### src/rtl/light_display_scan_pkg.sv
// light_display_scan_pkg: segment patterns and digit-index constants shared by the display scanner
package light_display_scan_pkg;
  localparam logic [6:0] SEG_BLANK = 7'b0000000;
  localparam logic [6:0] SEG_DASH  = 7'b1000000;
  localparam logic [9:0][6:0] SEG_DIGIT = {
    7'h6f, 7'h7f, 7'h07, 7'h7d, 7'h6d, 7'h66, 7'h4f, 7'h5b, 7'h06, 7'h3f
  };
  localparam logic [1:0] IDX_A_L = 2'd0;
  localparam logic [1:0] IDX_A_H = 2'd1;
  localparam logic [1:0] IDX_B_L = 2'd2;
  localparam logic [1:0] IDX_B_H = 2'd3;
endpackage

### src/rtl/light_display_scan_bcd_to_seg7.sv
// bcd_to_seg7: nibble to {g..a} pattern; 0-9 digits, 10-14 blank, 15 dash
module bcd_to_seg7
  import light_display_scan_pkg::*;
(
  input  logic [3:0] bcd,
  output logic [6:0] seg
);
  always_comb seg = (bcd <= 4'd9) ? SEG_DIGIT[bcd] : (bcd == 4'hf) ? SEG_DASH : SEG_BLANK;
endmodule

### src/rtl/light_display_scan.sv
// light_display_scan: 4-digit multiplexed countdown display with lamp drive and wink (flashing red) mode
module light_display_scan
  import light_display_scan_pkg::*;
#(
  parameter int SCAN_DIV  = 4,
  parameter int BLINK_DIV = 8
) (
  input  logic       Clk,
  input  logic       Rst,
  input  logic       A_Light,
  input  logic       B_Light,
  input  logic [3:0] A_Time_L,
  input  logic [3:0] A_Time_H,
  input  logic [3:0] B_Time_L,
  input  logic [3:0] B_Time_H,
  input  logic       Wink,
  output logic [6:0] Seg,
  output logic [3:0] Dig_En,
  output logic       A_Green,
  output logic       A_Red,
  output logic       B_Green,
  output logic       B_Red
);
  logic [15:0] presc;
  logic [1:0] idx;
  logic [7:0] fcnt;
  logic phase;
  logic [3:0][3:0] snap;
  logic tick, frame_end, dark, blank_lz, conflict;
  logic [3:0] cur;
  logic [6:0] raw;
  assign tick = presc == 16'(SCAN_DIV - 1);
  assign frame_end = tick && idx == IDX_B_H;
  assign cur = snap[idx];
  // odd indices are the tens digits; a leading zero there is suppressed
  assign blank_lz = idx[0] && cur == 4'd0;
  assign dark = Wink && !phase;
  assign conflict = A_Light && B_Light;
  bcd_to_seg7 dec (.bcd(cur), .seg(raw));
  always_ff @(posedge Clk) begin
    if (Rst) begin
      presc <= '0;
      idx <= IDX_A_L;
      fcnt <= '0;
      phase <= 1'b1;
      snap <= '1;
      Seg <= SEG_BLANK;
      Dig_En <= '0;
      A_Green <= 1'b0;
      B_Green <= 1'b0;
      A_Red <= 1'b1;
      B_Red <= 1'b1;
    end else begin
      presc <= tick ? '0 : presc + 16'd1;
      if (tick) idx <= idx + 2'd1;
      if (frame_end) snap <= {B_Time_H, B_Time_L, A_Time_H, A_Time_L};
      if (!Wink) begin
        fcnt <= '0;
        phase <= 1'b1;
      end else if (frame_end) begin
        fcnt <= (fcnt == 8'(BLINK_DIV - 1)) ? '0 : fcnt + 8'd1;
        if (fcnt == 8'(BLINK_DIV - 1)) phase <= !phase;
      end
      Seg <= (dark || blank_lz) ? SEG_BLANK : raw;
      Dig_En <= dark ? 4'b0000 : 4'b0001 << idx;
      A_Green <= !Wink && A_Light && !conflict;
      B_Green <= !Wink && B_Light && !conflict;
      A_Red <= Wink ? phase : (!A_Light || conflict);
      B_Red <= Wink ? phase : (!B_Light || conflict);
    end
  end
endmodule
### config.mk
export PLATFORM = sky130hd
export DESIGN_NAME = light_display_scan
export DESIGN_NICKNAME = d
export VERILOG_FILES = /design/src/rtl/light_display_scan_pkg.sv /design/src/rtl/light_display_scan_bcd_to_seg7.sv /design/src/rtl/light_display_scan.sv
export SDC_FILE = /design/constraint.sdc
export NUM_CORES = 1
export LEC_CHECK = 0
export ABC_AREA = 1
export CORE_ASPECT_RATIO = 0.9
export CORE_MARGIN = 10
export CORE_UTILIZATION = 35
export DETAILED_ROUTE_END_ITERATION = 8
export GPL_ROUTABILITY_DRIVEN = 0
export PLACE_DENSITY = 0.64
export SLEW_MARGIN = 40
export SYNTH_ARGS = -nofsm -noshare
export SYNTH_HDL_FRONTEND = slang
export SYNTH_SLANG_ARGS = --single-unit
### constraint.sdc
create_clock -name Clk -period 4.34 [get_ports Clk]
set_input_delay 0.868 -clock Clk [delete_from_list [all_inputs] [get_ports Clk]]
set_output_delay 0.868 -clock Clk [all_outputs]
set_load 0.05 [all_outputs]
==> flow_summary.toml, run 1 <==
[status]
status = "completed"

[timing]
fmax_mhz = 427
grt_setup_unrepaired = "false"
final_hold_violations = 0
max-slew-margin-rel = 0.590
period_minus_slack_ns = 2.34
fin_skew_ns = 0.00857
setup_viol_count_final = 0
timing_max_transition_violations_final = 0
tightest_slew_ns = 0.614
timing.final.crit_share = 0.539
totalNegativeSetupSlack_ns = 0

[power_and_ir_drop]
clkPwrFrac = 0.431
power.net_switching_w = 0.000284
p_int_w = 0.000860
combPwrFrac = 0.089
vdd.ir_drop.worst_mv = 0.132
p_leak_nw = 1.46
power_per_cell_area_nw_per_um2 = 347
netSwitchingFraction = 0.248
totalPowerFinal_w = 0.00114
p_seq_frac = 0.480

[floorplan]
dieWidth_um = 112
floorplan.initialDensity = 0.357
die_y_um = 103
num_io_pins = 36
dieArea_um2 = 11600
core_area_um2 = 7510
fp-row-count = 30

[final_layout]
post_route_cells_drive_above_1_share = 0.0714
area_occupied_by_multi_input_gates_um2 = 1290
antenna_cells = 0
finish.net_count = 446
postLayoutCoreUtil = 0.439
flow.area_growth_from_synthesis_pct = 23.1
post_layout_nonfiller_instances = 516
fillerInstances = 791
ff_latch_area_um2 = 1160

[worst_setup_path]
path_cells = "clkdlybuf4s50_1"
critical-path-max-stage-delay_ns = 0.81
buf_inv_on_cp = 1
timing.critical_path.max_delay_family = "buffers and inverters"
cp-start-kind = "flop"
criticalPathCategory = "reg -> out"
timing.critical_path.required_ns = 3.47
worstSetupEndpointType = "output port"
critPathSlowestCell = "sky130_fd_sc_hd__clkdlybuf4s50_1"
cp_data_arrival_time_ns = 1.47
critPathMaxFanout = 1

[cts]
path_clk_slew_ns = 0.07
ctsRootBufferMaster = "sky130_fd_sc_hd__clkbuf_8"
cts_made_buffers = 9
tritoncts = "built"
cts-resized-gates = 0
cts.path.max_buffers = 2
ctsHoldBuffers = 0
clock_tree.htree_level_count = 3
insertion_delay_ns = 0.34
clock_sinks = 58
post_cts.repair.setup_buffers = 0

[synth]
synth_area_leaders = "sky130_fd_sc_hd__dfxtp_1 (43%), sky130_fd_sc_hd__nand2_1 (14%), sky130_fd_sc_hd__nand3_1 (8.4%), sky130_fd_sc_hd__nor2_1 (6.4%), sky130_fd_sc_hd__inv_1 (5.5%)"
postSynthNetCount = 407
synth.ff_latch_count = 58
synth_area_um2 = 2680
post-synth-top-area-fraction = 0.433
synth-seq-area-share = 0.433
syn_inst = 376
yosys.cell_types.count = 28
syn-mean-instance-area_um2 = 7.13
ys.warnings.count = 0
dominant_cell_type_by_area_after_synthesis = "sky130_fd_sc_hd__dfxtp_1"

[global_route]
overflow = 0
grt_max_degree = 26
antenna_violations_before_repair = 0
grt_util_all_layers = 0.108
first_global_vias = 2288
grt_first_pass_wirelength_um = 10400

[worst_hold_path]
holdCritPathClass = "reg -> reg"

[detailed_routing]
detail_route.first_pass.iterations = 4
routed-via-count = 2417
drt_iter0_drc = 129
drt-wirelength-per-cell_um = 11.6
drc_errors = 0
postRouteWirelength_um = 5990
drt.antenna.violating_nets = 0
route.detailed.vias_per_inst = 4.68

[placement]
detailedPlacementHpwl_um = 4310
port_buffers = 35
placedCellCount = 500

[flow_run]
timing.max_cap.violations = 0
==> cells in the final DEF, fill, tap and decap left out <==
cell | netlist | final
sky130_fd_sc_hd__nand3_4 | 1 | 1
sky130_fd_sc_hd__clkbuf_8 | 0 | 10
sky130_fd_sc_hd__inv_2 | 5 | 5
sky130_fd_sc_hd__nand3_2 | 2 | 2
sky130_fd_sc_hd__xor2_1 | 5 | 5
sky130_fd_sc_hd__a21oi_1 | 17 | 17
sky130_fd_sc_hd__clkdlybuf4s50_1 | 0 | 35
sky130_fd_sc_hd__a21oi_2 | 1 | 1
sky130_fd_sc_hd__nand2_1 | 101 | 101
sky130_fd_sc_hd__nand3_1 | 45 | 45
sky130_fd_sc_hd__dfxtp_1 | 58 | 58
sky130_fd_sc_hd__a21o_1 | 1 | 1
sky130_fd_sc_hd__nor3_1 | 7 | 7
sky130_fd_sc_hd__clkinv_1 | 2 | 2
sky130_fd_sc_hd__nand2_2 | 2 | 2
sky130_fd_sc_hd__nand4_1 | 7 | 7
sky130_fd_sc_hd__inv_1 | 39 | 39
sky130_fd_sc_hd__nor2_2 | 2 | 2
sky130_fd_sc_hd__nor2_4 | 1 | 1
sky130_fd_sc_hd__clkinv_4 | 0 | 1
sky130_fd_sc_hd__nor2_1 | 46 | 46
sky130_fd_sc_hd__o21ai_0 | 11 | 11
sky130_fd_sc_hd__clkinv_2 | 1 | 4
sky130_fd_sc_hd__xnor2_1 | 1 | 1
sky130_fd_sc_hd__nor3b_1 | 3 | 3
sky130_fd_sc_hd__nand3b_1 | 1 | 1
sky130_fd_sc_hd__clkbuf_1 | 1 | 1
sky130_fd_sc_hd__ha_1 | 10 | 10
sky130_fd_sc_hd__bufinv_16 | 0 | 1
==> metal layers <==
| metal | up-vias | wire length [um] | global-route usage |
|---|---|---|---|
| met1 | 1083 | 3060 | 0.134 |
| met5 | - | 0 | 0 |
| li1 | 1276 | - | - |
| met2 | 52 | 2540 | 0.165 |
| met3 | 6 | 287 | 0.0407 |
| met4 | 0 | 98 | 0.0429 |
==> path summary, 6_finish.rpt <==
kind | from | slack [ns] | depth (start not counted) | to
hold / removal | presc[0] | 0.45 | 1 | presc[0]
hold reg to reg | presc[0] | 0.45 | 1 | presc[0]
setup reg to reg | idx[0] | 2.03 | 10 | Seg[4]
setup / recovery | Seg[3] | 2.00 | 1 | Seg[3]
==> power by group through the flow <==
stage / clock (W) / combinational (W) / sequential, W
floorplan: 0 / 0.0000432 / 0.000579
global placement: 0 / 0.000101 / 0.000561
detailed placement: 0 / 0.000101 / 0.000561
CTS: 0.000506 / 0.000102 / 0.000549
global route: 0.000527 / 0.000112 / 0.000550
finish: 0.000493 / 0.000102 / 0.000550
==> flip-flops by register name, indices dropped and copies added, names as in the netlist <==
name	count
fcnt	8
phase	1
Dig_En	4
A_Red	1
A_Green	1
B_Green	1
Seg	7
B_Red	1
presc	16
idx	2
snap	16
==> area by class of cell <==
cell class                 instances  area share
timing repair buffer              35       0.106
sequential                        58       0.352
tap                               96      0.0364
clock inverter                     5      0.0163
inverter                          47      0.0539
clock buffer                      11      0.0429
multi-input combinational        264       0.392
==> worst register-to-register path, cell delays in order, from the launching register on <==
cell and delay, ns:
sky130_fd_sc_hd__dfxtp_1 0.71, sky130_fd_sc_hd__inv_2 0.22, sky130_fd_sc_hd__nand2_1 0.11, sky130_fd_sc_hd__nand3_1 0.07, sky130_fd_sc_hd__nand2_1 0.22, sky130_fd_sc_hd__inv_1 0.13, sky130_fd_sc_hd__ha_1 0.24, sky130_fd_sc_hd__o21ai_0 0.20
sky130_fd_sc_hd__nand2_1 0.11, sky130_fd_sc_hd__nand3_2 0.14, sky130_fd_sc_hd__nor2_1 0.07
==> through the flow <==
step | area [um2] | setup slack, ns | hold WS, ns
3_5_place_dp | 3100 | 1.67 | 0.445
3_3_place_gp | 3100 | 1.70 | 0.425
2_1_floorplan | 2680 | 2.76 | 0.417
5_1_grt | 3300 | 1.86 | 0.479
6_report | 3300 | 2.00 | 0.455
4_1_cts | 3300 | 1.97 | 0.455
==> cell usage after synthesis <==
library cell	number
sky130_fd_sc_hd__a21oi_2	1
sky130_fd_sc_hd__inv_1	39
sky130_fd_sc_hd__nor2_1	46
sky130_fd_sc_hd__a21oi_1	17
sky130_fd_sc_hd__nand4_1	7
sky130_fd_sc_hd__clkbuf_1	1
sky130_fd_sc_hd__buf_2	2
sky130_fd_sc_hd__nand3_4	1
sky130_fd_sc_hd__buf_4	3
sky130_fd_sc_hd__clkinv_1	2
sky130_fd_sc_hd__o21ai_0	11
sky130_fd_sc_hd__nor3_1	7
sky130_fd_sc_hd__nand3_1	45
sky130_fd_sc_hd__dfxtp_1	58
sky130_fd_sc_hd__clkinv_2	1
sky130_fd_sc_hd__a21o_1	1
sky130_fd_sc_hd__buf_6	1
sky130_fd_sc_hd__nor2_2	2
sky130_fd_sc_hd__ha_1	10
sky130_fd_sc_hd__nand2_2	2
sky130_fd_sc_hd__inv_2	5
sky130_fd_sc_hd__nor2_4	1
sky130_fd_sc_hd__nand3_2	2
sky130_fd_sc_hd__nor3b_1	3
sky130_fd_sc_hd__xnor2_1	1
sky130_fd_sc_hd__xor2_1	5
sky130_fd_sc_hd__nand2_1	101
sky130_fd_sc_hd__nand3b_1	1
==> logic make-up (layout without fill, tap and decap cells) <==
kind of cell / after synthesis / after routing / share of synthesized area
and+or+nand+nor: 218 / 218 / 0.358
DFF: 58 / 58 / 0.433
buffers and inverters: 54 / 98 / 0.0840
AOI/OAI and AO/OA: 30 / 30 / 0.0584
adders and majority gates: 10 / 10 / 0.0467
xor gates and xnor gates: 6 / 6 / 0.0196
No activity file was read; power rests on OpenSTA's default activity.
==> run 2: changes to the inputs <==
--- a/config.mk
+++ b/config.mk
@@ -11,7 +11,7 @@
 export CORE_UTILIZATION = 35
 export DETAILED_ROUTE_END_ITERATION = 8
 export GPL_ROUTABILITY_DRIVEN = 0
-export PLACE_DENSITY = 0.64
+export PLACE_DENSITY = 0.66
 export SLEW_MARGIN = 40
 export SYNTH_ARGS = -nofsm -noshare
 export SYNTH_HDL_FRONTEND = slang
==> constraint.sdc (replaced) <==
create_clock -name Clk -period 2.1 [get_ports Clk]
set_input_delay 0.42 -clock Clk [delete_from_list [all_inputs] [get_ports Clk]]
set_output_delay 0.42 -clock Clk [all_outputs]
set_load 0.05 [all_outputs]
==> run 2 against run 1 <==
Effect of this change: via count fell by 0.46%; first-iteration DRC count rose by 20%; sequential power rose by 110%; clock power rose by 89%; global-route usage fell by 0.42 points; critical endpoint is now Seg[5]; combinational power rose by 110%; critical path type unchanged; sequential share of layout area fell by 0.11 points; final cell count rose by 0.58%.
==> flow_summary.toml, run 2 (synthesized netlist as in run 1, its figures left out) <==
[status]
status = "completed"

[worst_setup_path]
cp_data_arrival_time_ns = 1.45
timing.critical_path.required_ns = 1.68
criticalPathCategory = "reg -> out"
cp-start-kind = "flop"
critPathSlowestCell = "sky130_fd_sc_hd__clkdlybuf4s50_1"
flop_to_flop_setup_slack_ns = 0.33
critical-path-max-stage-delay_ns = 0.81
timing.critical_path.max_delay_family = "buffers and inverters"
critPathMaxFanout = 1
buf_inv_on_cp = 1
worstSetupEndpointType = "output port"
path_cells = "clkdlybuf4s50_1"
r2r_end = "Seg[5]"
worstSetupEndpoint = "Seg[5]"
crit_cells = 1
startpoint = "Seg[5]"
logic_depth_of_the_worst_register_to_register_path = 9
timing.rr.start = "idx[1]"

[power_and_ir_drop]
vdd.ir_drop.worst_mv = 0.294
p_leak_nw = 1.47
power_per_cell_area_nw_per_um2 = 689

[cts]
path_clk_slew_ns = 0.06
clock_tree.htree_level_count = 3
cts-resized-gates = 0
ctsRootBufferMaster = "sky130_fd_sc_hd__clkbuf_8"
post_cts.repair.setup_buffers = 0
insertion_delay_ns = 0.34
clock_sinks = 58
cts_made_buffers = 9
tritoncts = "built"
cts.path.max_buffers = 2
ctsHoldBuffers = 0

[timing]
grt_setup_unrepaired = "false"
timing.final.crit_share = 0.890
totalNegativeSetupSlack_ns = 0
setup_viol_count_final = 0
final_hold_violations = 0
fmax_mhz = 535
tightest_slew_ns = 0.510
max-slew-margin-rel = 0.659
post-route-worst-setup-slack_ns = 0.230
fin_skew_ns = 0.00596
period_minus_slack_ns = 1.87
timing_max_transition_violations_final = 0

[global_route]
first_global_vias = 2200
antenna_violations_before_repair = 0
grt_util_all_layers = 0.104
grt_first_pass_wirelength_um = 9810
grt_max_degree = 25
overflow = 0

[floorplan]
die_y_um = 103
num_io_pins = 36
core_area_um2 = 7510
fp-row-count = 30
dieArea_um2 = 11600
dieWidth_um = 112
floorplan.initialDensity = 0.357

[placement]
dp_slack_ns = 0.312
port_buffers = 35
detailedPlacementHpwl_um = 4250

[detailed_routing]
postRouteWirelength_um = 5780
route.detailed.vias_per_inst = 4.64
drt-wirelength-per-cell_um = 11.1
drc_errors = 0
routed-via-count = 2406
detail_route.first_pass.iterations = 4
drt_iter0_drc = 155
drt.antenna.violating_nets = 0

[final_layout]
flow.area_growth_from_synthesis_pct = 23.4
antenna_cells = 0
reg_top3 = "presc (16), snap (16), fcnt (8)"
post_route_cells_drive_above_1_share = 0.0757
finish.net_count = 449
postLayoutCoreUtil = 0.441
mostFrequentLayoutCell = "sky130_fd_sc_hd__nand2_1"
layout_common_cells = "sky130_fd_sc_hd__nand2_1 (101), sky130_fd_sc_hd__dfxtp_1 (58), sky130_fd_sc_hd__nor2_1 (46), sky130_fd_sc_hd__nand3_1 (45), sky130_fd_sc_hd__inv_1 (39)"

[flow_run]
timing.max_cap.violations = 0

[worst_hold_path]
holdCritPathClass = "reg -> reg"
timing.hold.worst.start = "presc[0]"
run 2: changes by cell type in the layout (fill, tap and decap cells not counted), sizes merged:
cell    delta
buf        +3
clkinv     -2
bufinv     -1
clkbuf     +3
run 2: layout make-up:
| type | instances | area, um2 |
|---|---|---|
| inverters | 47 | 178 |
| fillers | 779 | 4200 |
| repair buffers | 38 | 373 |
| flip-flops and latches | 58 | 1160 |
| clock inverters | 2 | 10.0 |
| clock buffers | 14 | 173 |
| well taps | 96 | 120 |
| multi-input cells | 264 | 1290 |
run 2: worst min-delay path by stage:
stage	slack, ns	to	cells after the start
finish	0.45	presc[0]	1
global route	0.47	presc[0]	1
CTS	0.45	presc[0]	1
detailed placement	0.44	presc[0]	1
global placement	0.44	presc[0]	1
floorplan	0.42	presc[0]	1
run 2: power breakdown:
group | internal [W] | leakage [nW] | total (W) | switching, W
clock | 0.000521 | 0.0965 | 0.000931 | 0.000410
sequential | 0.00112 | 0.470 | 0.00113 | 0.00000849
combinational | 0.0000852 | 0.901 | 0.000219 | 0.000134
total | 0.00173 | 1.47 | 0.00228 | 0.000552
run 2: metal layers:
metal / global-route usage / up-vias / share of wire
met2: 0.151 / 46 / 0.43
met1: 0.126 / 1065 / 0.50
li1: - / 1283 / -
met5: 0 / - / 0
met4: 0.0614 / 0 / 0.023
met3: 0.0407 / 12 / 0.055
run 2: stage by stage:
step                cells  power, W  hold slack, ns  area (um2)
floorplan             376   0.00129           0.417        2680
global placement      503   0.00137           0.436        3130
detailed placement    503   0.00137           0.442        3130
CTS                   519   0.00231           0.451        3310
global route          519   0.00238           0.474        3310
finish                519   0.00228           0.451        3310
